### src/rtl/touch_key_decoder_if.sv
// Coordinate/strobe inputs and key event outputs between touch_top and the key decoder.
// master = touch controller side, slave = decoder side.
interface touch_key_decoder_if;
    logic [31:0] touch_data;
    logic        touch_valid;
    logic [3:0]  key_code;
    logic        key_hold;
    logic        key_press;
    logic        key_release;

    modport master (
        output touch_data,
        output touch_valid,
        input  key_code,
        input  key_hold,
        input  key_press,
        input  key_release
    );

    modport slave (
        input  touch_data,
        input  touch_valid,
        output key_code,
        output key_hold,
        output key_press,
        output key_release
    );
endinterface

### src/rtl/touch_key_decoder.sv
// Maps touch samples onto a key grid by iterative subtraction, debounces consecutive hits
// and emits key press/hold/release events.
module touch_key_decoder #(
    parameter logic [15:0] X0          = 16'd40,
    parameter logic [15:0] Y0          = 16'd160,
    parameter logic [15:0] KEY_W       = 16'd180,
    parameter logic [15:0] KEY_H       = 16'd140,
    parameter int unsigned KEY_COLS    = 4,
    parameter int unsigned KEY_ROWS    = 3,
    parameter int unsigned DEB_SAMPLES = 3,
    parameter logic [23:0] REL_CLKS    = 24'd2500000
) (
    input logic                sys_clk,
    input logic                sys_rst_n,
    touch_key_decoder_if.slave bus
);
    localparam logic [3:0] COLS4 = 4'(KEY_COLS);
    localparam logic [3:0] ROWS4 = 4'(KEY_ROWS);
    localparam logic [3:0] DEB4  = 4'(DEB_SAMPLES);

    typedef enum logic [0:0] {SampIdle, SampCalc} samp_state_e;
    typedef enum logic [1:0] {KeyIdle, KeyDebounce, KeyHeld} key_state_e;

    samp_state_e r_samp_state;
    key_state_e  r_key_state;
    logic [2:0]  r_step;
    logic [15:0] r_dx;
    logic [15:0] r_dy;
    logic [3:0]  r_col;
    logic [3:0]  r_row;
    logic        r_oob;
    logic        r_res_valid;
    logic [23:0] r_to_cnt;
    logic [3:0]  r_cand;
    logic [3:0]  r_cnt;
    logic [3:0]  r_key_code;
    logic        r_key_hold;
    logic        r_key_press;
    logic        r_key_release;

    logic        w_timeout;
    logic        w_hit;
    logic [3:0]  w_key;
    logic [15:0] w_x;
    logic [15:0] w_y;

    assign w_x       = bus.touch_data[31:16];
    assign w_y       = bus.touch_data[15:0];
    assign w_timeout = (r_to_cnt == REL_CLKS - 24'd1);
    // A missing result with a timeout is handled exactly like a miss, so the result wins.
    assign w_hit     = r_res_valid && !r_oob && (r_col < COLS4) && (r_row < ROWS4);
    assign w_key     = r_row * COLS4 + r_col;

    always_ff @(posedge sys_clk or negedge sys_rst_n) begin
        if (!sys_rst_n) begin
            r_samp_state <= SampIdle;
            r_step       <= '0;
            r_dx         <= '0;
            r_dy         <= '0;
            r_col        <= '0;
            r_row        <= '0;
            r_oob        <= 1'b0;
            r_res_valid  <= 1'b0;
            r_to_cnt     <= '0;
        end else begin
            r_res_valid <= 1'b0;
            if (bus.touch_valid) begin
                r_to_cnt <= '0;
            end else if (r_to_cnt != REL_CLKS) begin
                r_to_cnt <= r_to_cnt + 24'd1;
            end
            case (r_samp_state)
                SampIdle: begin
                    if (bus.touch_valid) begin
                        r_oob        <= (w_x < X0) || (w_y < Y0);
                        r_dx         <= w_x - X0;
                        r_dy         <= w_y - Y0;
                        r_col        <= '0;
                        r_row        <= '0;
                        r_step       <= '0;
                        r_samp_state <= SampCalc;
                    end
                end
                SampCalc: begin
                    // Eight steps cover up to 8 columns/rows; anything beyond saturates into a miss.
                    if (r_dx >= KEY_W) begin
                        r_dx  <= r_dx - KEY_W;
                        r_col <= r_col + 4'd1;
                    end
                    if (r_dy >= KEY_H) begin
                        r_dy  <= r_dy - KEY_H;
                        r_row <= r_row + 4'd1;
                    end
                    r_step <= r_step + 3'd1;
                    if (r_step == 3'd7) begin
                        r_samp_state <= SampIdle;
                        r_res_valid  <= 1'b1;
                    end
                end
                default: r_samp_state <= SampIdle;
            endcase
        end
    end

    always_ff @(posedge sys_clk or negedge sys_rst_n) begin
        if (!sys_rst_n) begin
            r_key_state   <= KeyIdle;
            r_cand        <= '0;
            r_cnt         <= '0;
            r_key_code    <= '0;
            r_key_hold    <= 1'b0;
            r_key_press   <= 1'b0;
            r_key_release <= 1'b0;
        end else begin
            r_key_press   <= 1'b0;
            r_key_release <= 1'b0;
            if (r_res_valid || w_timeout) begin
                unique case (r_key_state)
                    KeyIdle: begin
                        if (w_hit) begin
                            r_cand <= w_key;
                            r_cnt  <= 4'd1;
                            if (DEB4 == 4'd1) begin
                                r_key_state <= KeyHeld;
                                r_key_code  <= w_key;
                                r_key_hold  <= 1'b1;
                                r_key_press <= 1'b1;
                            end else begin
                                r_key_state <= KeyDebounce;
                            end
                        end
                    end
                    KeyDebounce: begin
                        if (w_hit && (w_key == r_cand)) begin
                            r_cnt <= r_cnt + 4'd1;
                            if (r_cnt + 4'd1 == DEB4) begin
                                r_key_state <= KeyHeld;
                                r_key_code  <= r_cand;
                                r_key_hold  <= 1'b1;
                                r_key_press <= 1'b1;
                            end
                        end else if (w_hit) begin
                            r_cand <= w_key;
                            r_cnt  <= 4'd1;
                        end else begin
                            r_key_state <= KeyIdle;
                        end
                    end
                    KeyHeld: begin
                        // A different key releases only; its sample does not start a debounce.
                        if (!(w_hit && (w_key == r_key_code))) begin
                            r_key_state   <= KeyIdle;
                            r_key_hold    <= 1'b0;
                            r_key_release <= 1'b1;
                        end
                    end
                    default: r_key_state <= KeyIdle;
                endcase
            end
        end
    end

    assign bus.key_code    = r_key_code;
    assign bus.key_hold    = r_key_hold;
    assign bus.key_press   = r_key_press;
    assign bus.key_release = r_key_release;
endmodule

### src/flat_wrapper.sv
// flat-port wrapper written by rule: the top's interface ports become plain ports
module touch_key_decoder_flat 
#(
    parameter logic [15:0] X0          = 16'd40,
    parameter logic [15:0] Y0          = 16'd160,
    parameter logic [15:0] KEY_W       = 16'd180,
    parameter logic [15:0] KEY_H       = 16'd140,
    parameter int unsigned KEY_COLS    = 4,
    parameter int unsigned KEY_ROWS    = 3,
    parameter int unsigned DEB_SAMPLES = 3,
    parameter logic [23:0] REL_CLKS    = 24'd2500000
)
  (sys_clk, sys_rst_n, bus_touch_data, bus_touch_valid, bus_key_code, bus_key_hold, bus_key_press, bus_key_release);
  touch_key_decoder_if bus_i ();
  input logic sys_clk;
  input logic sys_rst_n;
  input wire logic [$bits(bus_i.touch_data)-1:0] bus_touch_data;
  input wire logic [$bits(bus_i.touch_valid)-1:0] bus_touch_valid;
  output wire logic [$bits(bus_i.key_code)-1:0] bus_key_code;
  output wire logic [$bits(bus_i.key_hold)-1:0] bus_key_hold;
  output wire logic [$bits(bus_i.key_press)-1:0] bus_key_press;
  output wire logic [$bits(bus_i.key_release)-1:0] bus_key_release;
  assign bus_i.touch_data = bus_touch_data;
  assign bus_i.touch_valid = bus_touch_valid;
  assign bus_key_code = bus_i.key_code;
  assign bus_key_hold = bus_i.key_hold;
  assign bus_key_press = bus_i.key_press;
  assign bus_key_release = bus_i.key_release;
  touch_key_decoder #(.X0(X0), .Y0(Y0), .KEY_W(KEY_W), .KEY_H(KEY_H), .KEY_COLS(KEY_COLS), .KEY_ROWS(KEY_ROWS), .DEB_SAMPLES(DEB_SAMPLES), .REL_CLKS(REL_CLKS)) u_core (.sys_clk(sys_clk), .sys_rst_n(sys_rst_n), .bus(bus_i));
endmodule
### config.mk
export PLATFORM = sky130hd
export DESIGN_NAME = touch_key_decoder_flat
export DESIGN_NICKNAME = d
export VERILOG_FILES = /design/src/rtl/touch_key_decoder_if.sv /design/src/rtl/touch_key_decoder.sv /design/src/flat_wrapper.sv
export SDC_FILE = /design/constraint.sdc
export NUM_CORES = 1
export LEC_CHECK = 0
export BUFFER_PORTS_ARGS = -buffer_cell sky130_fd_sc_hd__buf_4
export CAP_MARGIN = 15
export CORE_UTILIZATION = 30
export CTS_CLUSTER_DIAMETER = 40
export CTS_CLUSTER_SIZE = 40
export DETAILED_ROUTE_END_ITERATION = 7
export PLACE_DENSITY = 0.49
export SLEW_MARGIN = 20
export SYNTH_ARGS = -nofsm -noshare
export SYNTH_HDL_FRONTEND = slang
export SYNTH_SLANG_ARGS = --single-unit
### constraint.sdc
create_clock -name sys_clk -period 2.78 [get_ports sys_clk]
set_input_delay 0.834 -clock sys_clk [delete_from_list [all_inputs] [get_ports sys_clk]]
set_output_delay 0.834 -clock sys_clk [all_outputs]
set_load 0.005 [all_outputs]
# Yosys cells after proc, flatten, opt, wreduce, memory -nomap -nowiden
# Cells that the tools add are included.
# totals
ff_bits	87
latchBits	0
ramBits	0
romBits	0
in_bits	35
output_inout_bits	7
elab_cells	114
mem_count	0
# op_classes
addsub	10
mul	0
n_div	0
order_cmp	6
eq_ne	18
shift	0
mux	43
bitwise	1
reduce_logical	20
# ops
cell	count
16-bit 2-to-1 mux	4
16-bit one-hot mux with 2 select lines	2
24-bit 2-to-1 mux	2
16-bit by 8-bit subtractor with 16-bit output (second input constant)	3
16-bit by 8-bit greater-or-equal comparator with 1-bit output (second input constant)	2
4-bit one-hot mux with 2 select lines	4
4-bit 2-to-1 mux	7
24-bit by 1-bit adder with 24-bit output (second input constant)	1
24-bit by 22-bit == test with 1-bit output (second input constant)	1
24-bit by 22-bit != test with 1-bit output (second input constant)	1
16-bit by 6-bit < comparator with 1-bit output (second input constant)	1
16-bit by 8-bit < comparator with 1-bit output (second input constant)	1
16-bit by 6-bit subtractor with 16-bit output (second input constant)	1
1-bit 2-to-1 mux	14
4-bit by 1-bit adder with 4-bit output (second input constant)	3
2-bit 2-to-1 mux	5
2-bit != test (second input constant)	5
5-bit AND reduction	2
4-bit == test	2
2-bit AND reduction	4
2-bit by 1-bit != test with 1-bit output (second input constant)	3
3-bit != test (second input constant)	2
2-bit one-hot mux with 3 select lines	1
3-bit one-hot mux with 2 select lines	1
18 further kinds	26

# Logic depth before layout (Yosys ltp)
# logic_depth
word_depth	8
depth_mapped	8
mapped_depth_nobuf	7

# Worst setup path after synthesis
# Ideal clock, no wire load.
# synth_timing
kind	flip-flop to flip-flop
from	register u_core.r_row[0]
to	register u_core.r_key_code[0] (netlist: u_core.bus.key_code[0])
setup_ns	0.125
arrival_ns	2.117
t_required_ns	2.655
setup_slack_ns	0.538
path_stages_with_launch	6
path_buffers	0
period_less_slack_ns	2.242
cell_sequence	dfrtp_1 -> ha_1 -> or4_4 -> or4_4 -> nor3_4 -> mux2_2
# synth_between
elab_chain_len	4
word_cells_on_any_way	6
cone_classes	1 x add/sub; 1 x order compare; 1 x eq/ne; 3 x reduce/logical
# synth_rtl
element	line_no	text
start: declaration	touch_key_decoder.sv:30	logic [3:0] r_row;
start signal: assignment	touch_key_decoder.sv:92	r_row <= r_row + 4'd1;
4-bit adder or 4-bit by 2-bit < comparator with 1-bit output (tied branches)	touch_key_decoder.sv:52, touch_key_decoder.sv:51	
4-bit == test or 1-bit logical AND (tied branches)	touch_key_decoder.sv:134, touch_key_decoder.sv:51	
1-bit logical AND (*)	touch_key_decoder.sv:134	if (w_hit && (w_key == r_cand)) begin
4-bit AND reduction (no line) (*)	--	
end signal: assignment	touch_key_decoder.sv:125	r_key_code <= w_key;
end signal: assignment	touch_key_decoder.sv:138	r_key_code <= r_cand;
end: declaration	touch_key_decoder.sv:36	logic [3:0] r_key_code;
# Mark *: on every way between the ends. The rest lies on a longest branch, timed or not.
# A chain may end at the register's enable or synchronous reset.

# Worst setup path after layout
# layout_timing
from	register u_core.r_row[1]
to	register u_core.r_key_code[1] (netlist: u_core.bus.key_code[1])
# The elaborated chain is that of the path after synthesis.

==> run metrics <==
unrepaired setup endpoints after global routing=false; Hold WC Path Type=primary input to async pin; Die ar.=17620 um2; fin crit share=86.95%; core area=16640 um2; hold_ws=0.4494 ns; Netlist cell types=66; Setup WS pre-CTS=0.3359 ns; global route total overflow=0; Area Growth Syn to Fin=17.47%; clock sink count=85; LEAKAGE=2.565 nW; crit path time final=2.417 ns; FF+latch area=2127 um2; Avg Inst Size Synth=9.258 um2; Max-Cap Viols=0; CTS Hold Bufs=0; synthesized net count=603; FMAX=413.7 MHz; vias per cell=5.119; area of the multi-input gates=2840 um2; Reg clk slew, reported paths=0.07 ns; Slew HR=59.44%; Synthesis Warnings=0; io pins=42; CTS Root Cell=clkbuf_16; Num CTS Buffers=9; flops & latches, synth=85; startpoint types=flip-flop; final cell count without fillers=821; Post-synth EDFFs=0; final worst slack=0.3627 ns; filler cell count=1710; number of port buffers=39; Syn Std Cell Area=5129 um2; drt wl/cell=14.28 um; Post-CTS Setup Inserts=0; GP Congestion=0.8068; DRT antenna net count=0; CP Data Required Time=3.01 ns; row cnt=47; share of layout cells above drive strength 1=14.81%; clk_lat worst skew=0.34 ns; top area cells in the synthesized netlist=dfrtp_1 (41%), xnor2_1 (5.5%), nor2_1 (4.0%), nand2_1 (3.7%), xor2_1 (3.6%); CTS tree=built; initial antenna violation count=0; Worst VDD drop=0.3221 mV; final hold vios=0; vias in the first global route=4124; Placed Instances=805; clock skew=0.007114 ns; outcome=complete, no violations; cell with the most instances after synthesis=dfrtp_1; Top FF cell, synth=dfrtp_1; post_cts resized=0; Synth top area share=41.47%; first-pass GRT wire length=20040 um; CP max FO=6; Crit Path Class=flip-flop to flip-flop; CP endpoint kind=flip-flop; Synth Instances=554; GRT Resource Usage Total=14.13%; Pre-antenna DRT Iters=4; internal reg-to-reg setup slack=0.36 ns; Post-synth top cells=dfrtp_1 (85), nor2_1 (55), nand2_1 (50), xnor2_1 (32); Slew Limit Fails=0; initial DRC count=213; routed vias=4203; # DRC=0; power density over cell area=887.4 nW/um2; dpl hpwl=8303 um; Setup violations, final=0; Yosys top cell by area=dfrtp_1; crit path DAT=2.65 ns; width of the die=132.8 um; Synth async-reset ratio=100.0%; post-synthesis sequential area ratio=41.47%; Slew @ Worst Pin=0.6028 ns; clk buf depth=2; Max H-tree Level=3; antenna cells=0; layout net count=645; Initial Util=30.82%; Core Util, Final=36.20%; largest net degree at the start of global routing=36; Die Ht=132.8 um; final WL=11730 um; Final TNS setup=0 ns
area by class of cell:
| class | count | area share [%] |
|---|---|---|
| Tap cell | 220 | 4.569 |
| Multi-Input combinational cell | 426 | 47.14 |
| Inverter | 21 | 1.308 |
| Sequential cell | 85 | 35.31 |
| Timing Repair Buffer | 53 | 6.812 |
| Clock inverter | 5 | 0.8307 |
| Clock buffer | 11 | 4.029 |
sequential cells by signal, summed over array words and instances (netlist names), 3 cells and up:
register and cells:
u_core.r_cand 4, u_core.r_cnt 4, u_core.r_to_cnt 24, u_core.r_dy 14, u_core.r_col 4, u_core.r_dx 16, u_core.bus.key_code 4, u_core.r_step 3
u_core.r_row 4
critical path, cell delays in order, from the launching register on:
cell,delay (ns)
dfrtp_1,0.45
ha_1,0.24
or4_4,0.43
or4_4,0.47
nor3_4,0.34
mux2_2,0.38
cell usage in the layout (no fill, tap or decap), types with 5 or more instances in the layout:
cell type,count
a211o_1,7
a211oi_1,6
a21oi_1,22
a311oi_1,7
a31oi_1,6
and3_1,6
buf_4,52
clkbuf_16,9
dfrtp_1,85
ha_1,14
inv_1,21
mux2_2,7
mux2i_1,10
nand2_1,50
nand2b_1,6
nand3_1,26
nand4_1,8
nor2_1,55
nor2b_1,12
nor3_1,14
nor4_1,11
o21ai_0,26
o31ai_1,5
or3_1,11
or4_1,5
xnor2_1,32
xor2_1,21
metrics by stage:
| step | total power, mW | cell area (um2) |
|---|---|---|
| 5_1_grt | 5.750 | 6025 |
| 3_3_place_gp | 4.093 | 5732 |
| 6_report | 5.346 | 6025 |
| 3_5_place_dp | 4.154 | 5732 |
| 2_1_floorplan | 3.575 | 5129 |
| 4_1_cts | 5.401 | 6025 |
logic make-up (layout without fill, tap and decap cells):
group	after synthesis	count (layout)	synth area share, %
AND/OR/NAND/NOR	232	232	23.98
AO/OA/AOI/OAI	109	109	15.00
flip-flops	85	85	41.47
XOR/XNOR	54	54	9.490
buffers and inverters	43	90	3.147
multiplexers	17	17	3.489
adder cells (fa/ha/maj)	14	14	3.416
final timing paths:
path / depth (start not counted) / start / to
max: 5 / u_core.r_row[1]$_DFFE_PN0P_ / u_core.bus.key_code[1]$_DFFE_PN0P_
min: 1 / sys_rst_n / u_core.r_dx[7]$_DFFE_PN0P_
max reg2reg: 5 / u_core.r_row[1]$_DFFE_PN0P_ / u_core.bus.key_code[1]$_DFFE_PN0P_
min reg2reg: 1 / u_core.r_row[3]$_DFFE_PN0P_ / u_core.r_row[3]$_DFFE_PN0P_
max in group asynchronous: 2 / sys_rst_n / u_core.r_to_cnt[3]$_DFFE_PN0P_
min in group sys_clk: 1 / u_core.r_row[3]$_DFFE_PN0P_ / u_core.r_row[3]$_DFFE_PN0P_
metal layers:
metal	vias up	GRT usage, %	share of wire, %
met5	-	0	0
met4	0	6.003	1.7
met3	14	2.414	3.3
met2	70	22.63	46
met1	2036	18.78	49
li1	2083	-	-
power breakdown:
part / total, mW / switching (mW) / internal, mW / leakage, nW
sequential: 2.10 / 0.478 / 1.62 / 1.09
combinational: 2.03 / 1.05 / 0.985 / 1.33
clock: 1.22 / 0.500 / 0.715 / 0.149
(Power assumes the default switching activity.)
